## config.mk

```make
export PLATFORM = sky130hd
export DESIGN_NAME = johnson_seq_ctrl
export DESIGN_NICKNAME = d
export VERILOG_FILES = /design/src/rtl/johnson_seq_ctrl.sv
export SDC_FILE = /design/constraint.sdc
export NUM_CORES = 1
export LEC_CHECK = 0
export CAP_MARGIN = 15
export CELL_PAD_IN_SITES_DETAIL_PLACEMENT = 1
export CELL_PAD_IN_SITES_GLOBAL_PLACEMENT = 1
export CORE_AREA = 5 5 70 72
export CTS_CLUSTER_DIAMETER = 120
export DETAILED_ROUTE_END_ITERATION = 6
export DIE_AREA = 0 0 75 77
export HOLD_SLACK_MARGIN = 0.08
export PLACE_DENSITY = 0.85
export SETUP_SLACK_MARGIN = 0.4
export SYNTH_ARGS = -nofsm -noshare
export SYNTH_HDL_FRONTEND = slang
export SYNTH_SLANG_ARGS = --single-unit
```

## constraint.sdc

```tcl
create_clock -name clk -period 1.5 [get_ports clk]
set_input_delay 0.15 -clock clk [delete_from_list [all_inputs] [get_ports clk]]
set_output_delay 0.15 -clock clk [all_outputs]
set_load 0.02 [all_outputs]
```

## src/rtl/johnson_seq_ctrl.sv

```systemverilog
// Sequencing controller around a WIDTH-bit Johnson (twisted-ring) counter.
// Runs the ring for a programmed number of steps or continuously, forward or
// reverse, with hold, stop and an IDLE-only preload. Every output is registered.
//
// Ports:
//   clk       in   clock, rising edge active
//   res       in   asynchronous active-low reset
//   start     in   begin a run (IDLE only)
//   stop      in   abort a run (RUN only, beats hold)
//   hold      in   freeze ring and step count while in RUN
//   dir       in   0 = forward, 1 = reverse, sampled every step
//   cont      in   continuous mode, sampled when start is accepted
//   n_steps   in   step count for a counted run, sampled when start is accepted
//   load      in   preload the ring (IDLE only, start takes precedence)
//   load_val  in   preload value
//   q         out  ring state
//   phase     out  decoded phase index of q
//   busy      out  high while in RUN
//   done      out  one-cycle pulse when a counted run completes
//   wrap      out  one-cycle pulse after a step lands on all-zeros
//   err       out  sticky illegal-preload flag, cleared by an accepted start
module johnson_seq_ctrl #(
  parameter int WIDTH = 4,
  parameter int CNT_W = 8,
  parameter int PH_W  = 3
) (
  input  logic             clk,
  input  logic             res,
  input  logic             start,
  input  logic             stop,
  input  logic             hold,
  input  logic             dir,
  input  logic             cont,
  input  logic [CNT_W-1:0] n_steps,
  input  logic             load,
  input  logic [WIDTH-1:0] load_val,
  output logic [WIDTH-1:0] q,
  output logic [PH_W-1:0]  phase,
  output logic             busy,
  output logic             done,
  output logic             wrap,
  output logic             err
);

  typedef enum logic [1:0] {StIdle, StRun, StDone} state_e;

  // Code with the low k bits set (phases 0..WIDTH).
  function automatic logic [WIDTH-1:0] lo_code(input int k);
    logic [WIDTH-1:0] c;
    for (int b = 0; b < WIDTH; b++) c[b] = (b < k);
    return c;
  endfunction

  // All ones except the low j bits cleared (phases WIDTH+1..2*WIDTH-1).
  function automatic logic [WIDTH-1:0] hi_code(input int j);
    logic [WIDTH-1:0] c;
    for (int b = 0; b < WIDTH; b++) c[b] = (b >= j);
    return c;
  endfunction

  function automatic logic is_legal(input logic [WIDTH-1:0] v);
    logic legal;
    legal = 1'b0;
    for (int k = 0; k <= WIDTH; k++) if (v == lo_code(k)) legal = 1'b1;
    for (int j = 1; j < WIDTH; j++) if (v == hi_code(j)) legal = 1'b1;
    return legal;
  endfunction

  function automatic logic [PH_W-1:0] phase_of(input logic [WIDTH-1:0] v);
    logic [PH_W-1:0] p;
    p = '0;
    for (int k = 0; k <= WIDTH; k++) if (v == lo_code(k)) p = PH_W'(k);
    for (int j = 1; j < WIDTH; j++) if (v == hi_code(j)) p = PH_W'(WIDTH + j);
    return p;
  endfunction

  state_e           state_q, state_d;
  logic [WIDTH-1:0] q_q, q_d;
  logic [PH_W-1:0]  phase_q, phase_d;
  logic [CNT_W-1:0] rem_q, rem_d;
  logic             cont_q, cont_d;
  logic             busy_q, busy_d;
  logic             done_q, done_d;
  logic             wrap_q, wrap_d;
  logic             err_q, err_d;
  logic             step_en;

  always_comb begin
    state_d = state_q;
    q_d     = q_q;
    rem_d   = rem_q;
    cont_d  = cont_q;
    err_d   = err_q;
    step_en = 1'b0;

    unique case (state_q)
      StIdle: begin
        if (start) begin
          rem_d  = n_steps;
          cont_d = cont;
          err_d  = 1'b0;
          // A zero-length counted run completes without touching the ring.
          state_d = (!cont && n_steps == '0) ? StDone : StRun;
        end else if (load) begin
          if (is_legal(load_val)) begin
            q_d = load_val;
          end else begin
            q_d   = '0;
            err_d = 1'b1;
          end
        end
      end
      StRun: begin
        if (stop) begin
          state_d = StIdle;
          rem_d   = '0;
        end else if (!hold) begin
          step_en = 1'b1;
          q_d = dir ? {~q_q[0], q_q[WIDTH-1:1]} : {q_q[WIDTH-2:0], ~q_q[WIDTH-1]};
          if (!cont_q) begin
            rem_d = rem_q - CNT_W'(1);
            if (rem_q == CNT_W'(1)) state_d = StDone;
          end
        end
      end
      StDone: begin
        state_d = StIdle;
      end
      default: begin
        state_d = StIdle;
      end
    endcase

    // Outputs are registered from next-state so they line up with q_q.
    phase_d = phase_of(q_d);
    busy_d  = (state_d == StRun);
    done_d  = (state_d == StDone);
    wrap_d  = step_en && (q_d == '0);
  end

  always_ff @(posedge clk or negedge res) begin
    if (!res) begin
      state_q <= StIdle;
      q_q     <= '0;
      phase_q <= '0;
      rem_q   <= '0;
      cont_q  <= 1'b0;
      busy_q  <= 1'b0;
      done_q  <= 1'b0;
      wrap_q  <= 1'b0;
      err_q   <= 1'b0;
    end else begin
      state_q <= state_d;
      q_q     <= q_d;
      phase_q <= phase_d;
      rem_q   <= rem_d;
      cont_q  <= cont_d;
      busy_q  <= busy_d;
      done_q  <= done_d;
      wrap_q  <= wrap_d;
      err_q   <= err_d;
    end
  end

  assign q     = q_q;
  assign phase = phase_q;
  assign busy  = busy_q;
  assign done  = done_q;
  assign wrap  = wrap_q;
  assign err   = err_q;

endmodule
```

==> results.md <==
- Worst reg2reg startpoint: rem_q[6]
- WHS: approximately 0.22 ns
- Layout cells sized above 1: 56.0%
- Post-DP HPWL: 3.51 mm
- Min-Delay Path Class: in2async
- Final setup fails: 15
- Row count: 24
- # IOs: 31
- Critical-path cell list: nor3_4 > and3b_2 > nand3_2 > or3b_4 > a21oi_2
- Status: finished with violations
- Synthesized flop and latch total: 22
- WP data required: around 1.7 ns
- Final WL: 6.19 mm
- Synth unique cells: 45
- Top_reg_cell synth: dfrtp_1
- Vias in the first global route: 1733
- Startpoint type of the worst setup path: flip-flop
- Number of synthesized flops with an enable pin: 0
- Syn Inst Count: 143
- Violated checks: setup timing
- CTS clk-pin slew, worst paths: 0.09 ns
- Number of CTS-inserted buffers: 3
- Initial antenna violation count: 0
- Fin crit period: between 1.5 and 2 ns
- Maximum Capacitance Violations: 0
- Fillers: 449
- Worst Path Arrival: 1.81 ns
- Crit-path leading delay family: simple AND/OR/NAND/NOR gates
- Highest Signal Layer: met4
- Slew Limit Fails: 0
- Worst stage delay on the critical path: 0.42 ns
- CTS root buf: clkbuf_8
- Share of the yosys chip area belonging to registers: 39.9%
- Post-Syn Nets: 165
- RSZ-0062 raised after global routing: true
- Initial Util: 32.6%
- Drt via density: 5.79
- Die area: 5780 um2
- Crit. End Element: flip-flop
- Area delta synth->final: 72.9%
- Static Leak: 1.02 nW
- CP Max Fanout: 2
- Max_slew headroom: 75.2%
- Reg2reg path depth: 5
- Worst R2R End: state_q[1]
- ANT nets after route: 0
- FF+latch area: 554 um2
- Total GRT Usage: 21.2%
- GRT overflow: 0
- Detail Route met2 WL: 3.30 mm
- Largest net degree at the start of global routing: 23
- DP Area: approximately 2000 um2
- Port buffer count: 30
- Final hold vios: 0
- CTS tree: yes
- Syn Area/Cell: about 9.7 um2
- WP buf/inv: 0
- Post-Place Worst Slack: -0.424 ns
- Layout Nets: about 240
- CTS max path bufs: 2
- Crit path launch: rem_q[6]
- Clk sinks: 22
- WS Path Type: reg2reg
- First-pass DRT Iterations: 4
- Area occupied by multi-input gates: ~1100 um2
- Vias after detailed routing: about 1600
- First-pass GRT wire length: 9.25 mm
- Critical path depth: 5
- Final WS setup: -0.107 ns
- Worst-Margin Slew: 0.371 ns
- DRT iter0 DRCs: 49
- N_diodes: 0
- Ys Warns: 0
- Die H: 77 um
- Htree depth: 1
- R2R setup slack: -0.11 ns
- Post-route DRC: 0
- Fin crit share: 107%
- Worst clock skew: 0.00192 ns
- Fmax: 0.622 GHz
- Cell area after layout: 2390 um2
- Worst-Skew Late Latency: roughly 0.27 ns
- Crit path max-delay cell type: dfrtp_1
- Routability cong.: between 0.8 and 0.9
- DIE WIDTH: about 75 um
- Mapped Area: roughly 1400 um2
- CORE AREA: 4230 um2
- Peak supply drop: 0.575 mV
- Metal3 WL: about 210 um
- Pwr Density: 1300 nW/um2
- Final core occ: 56.4%
- Asr flop ratio synth: 100%
- M1 wire length: 2.39 mm
- DR WL/cell: 22.9 um
## layout by cell type, fill, tap and decap left out, types with 3 or more instances in the layout
cell	instances
or2_4	3
a21oi_2	6
o21ai_0	4
clkbuf_2	6
nand3b_1	5
dfrtp_1	19
dfrtp_2	3
nand3_1	4
nor2_1	6
clkbuf_8	4
o21ai_2	4
mux2i_2	4
buf_4	41
clkdlybuf4s50_1	10
dlygate4sd2_1	8
nand2b_4	5
buf_6	6
o221ai_4	4
a21oi_1	5
nand2_1	4
nor2_4	5
o21ai_1	8
inv_1	3
## worst max-delay path by stage
stage,to,slack [ns]
3_5_place_dp,wrap,-0.42
4_1_cts,state_q[1],-0.06
5_1_grt,state_q[1],-0.18
3_3_place_gp,phase[0],-0.32
2_1_floorplan,phase[2],0.05
6_report,state_q[1],-0.11
## per-stage QoR
stage | TNS (ns) | total power, W | cells
2_1_floorplan | 0 | 0.00166 | 143
3_3_place_gp | -3.48 | 0.00215 | 249
3_5_place_dp | -5.13 | 0.00223 | 249
4_1_cts | -0.266 | 0.00284 | 262
5_1_grt | -1.78 | 0.00327 | 270
6_report | -0.779 | 0.00311 | 270
## routing by layer
metal | vias up | global-route usage, %
li1 | 688 | -
met1 | 803 | 24.5
met2 | 46 | 37.9
met3 | 26 | 3.01
met4 | 0 | 8.54
met5 | - | 0
## state kept, by name, summed over array words and instances (netlist names)
register  cells
busy          1
err           1
state_q       2
wrap          1
rem_q         8
done          1
q             4
cont_q        1
phase         3
## area by class of cell
type	instances	area share [%]
Sequential cell	22	23.2
Tap cell	52	2.72
Multi-Input combinational cell	112	44.8
Inverter	3	0.471
Timing Repair Buffer	77	26.5
Clock buffer	4	2.30
## what timing repair did
| item | CTS | global route |
|---|---|---|
| hold buffers | 0 | 0 |
| setup endpoints to repair | 33 | 30 |
| buffers inserted | 8 | 8 |
| pin swaps | 6 | 10 |
| cloned | 1 | 0 |
| resized for setup | 65 | 42 |
## report_power, final
group | internal, W | total [W] | switching, W
Combinational | 0.000779 | 0.00168 | 0.000905
Sequential | 0.000761 | 0.000959 | 0.000199
Clock | 0.000235 | 0.000462 | 0.000227
## cell usage after synthesis, types with 2 or more instances
| master | n | share of area [%] |
|---|---|---|
| dfrtp_1 | 22 | 40 |
| nor2_1 | 12 | 3.3 |
| o21ai_0 | 12 | 4.3 |
| a21oi_1 | 10 | 3.6 |
| mux2i_1 | 6 | 4.3 |
| nand2b_1 | 6 | 2.7 |
| nand2_1 | 5 | 1.4 |
| nand3_1 | 5 | 1.8 |
| nand3b_1 | 5 | 2.7 |
| a31oi_1 | 4 | 1.8 |
| nor3_1 | 4 | 1.4 |
| o21ai_1 | 4 | 1.4 |
| clkbuf_1 | 3 | 0.82 |
| inv_1 | 3 | 0.82 |
| o221ai_2 | 3 | 3.3 |
| a22oi_1 | 2 | 1.1 |
| a2bb2oi_1 | 2 | 1.3 |
| a32oi_1 | 2 | 1.3 |
| and3b_1 | 2 | 1.3 |
| ha_1 | 2 | 1.8 |
| o21a_1 | 2 | 1.1 |
| or2_1 | 2 | 0.91 |
| or2_2 | 2 | 0.91 |
| or3b_1 | 2 | 1.3 |
## cells by family (layout without fill, tap and decap cells)
logic type               count (synthesis)  after routing  share of synthesized area, %
XOR/XNOR                                 1              1                         0.634
AND/OR/NAND/NOR                         51             51                          22.5
AO/OA/AOI/OAI                           50             51                          26.0
multiplexers                             7              7                          5.16
flip-flops                              22             22                          39.9
buffers and inverters                   10             84                          4.08
adder cells (fa/ha/maj)                  2              2                          1.81
## worst register-to-register path: stages (launching register included)
cell	delay, ns
dfrtp_1	0.42
nor3_4	0.24
and3b_2	0.25
nand3_2	0.09
or3b_4	0.40
a21oi_2	0.14
No activity file was read; power rests on OpenSTA's default activity.
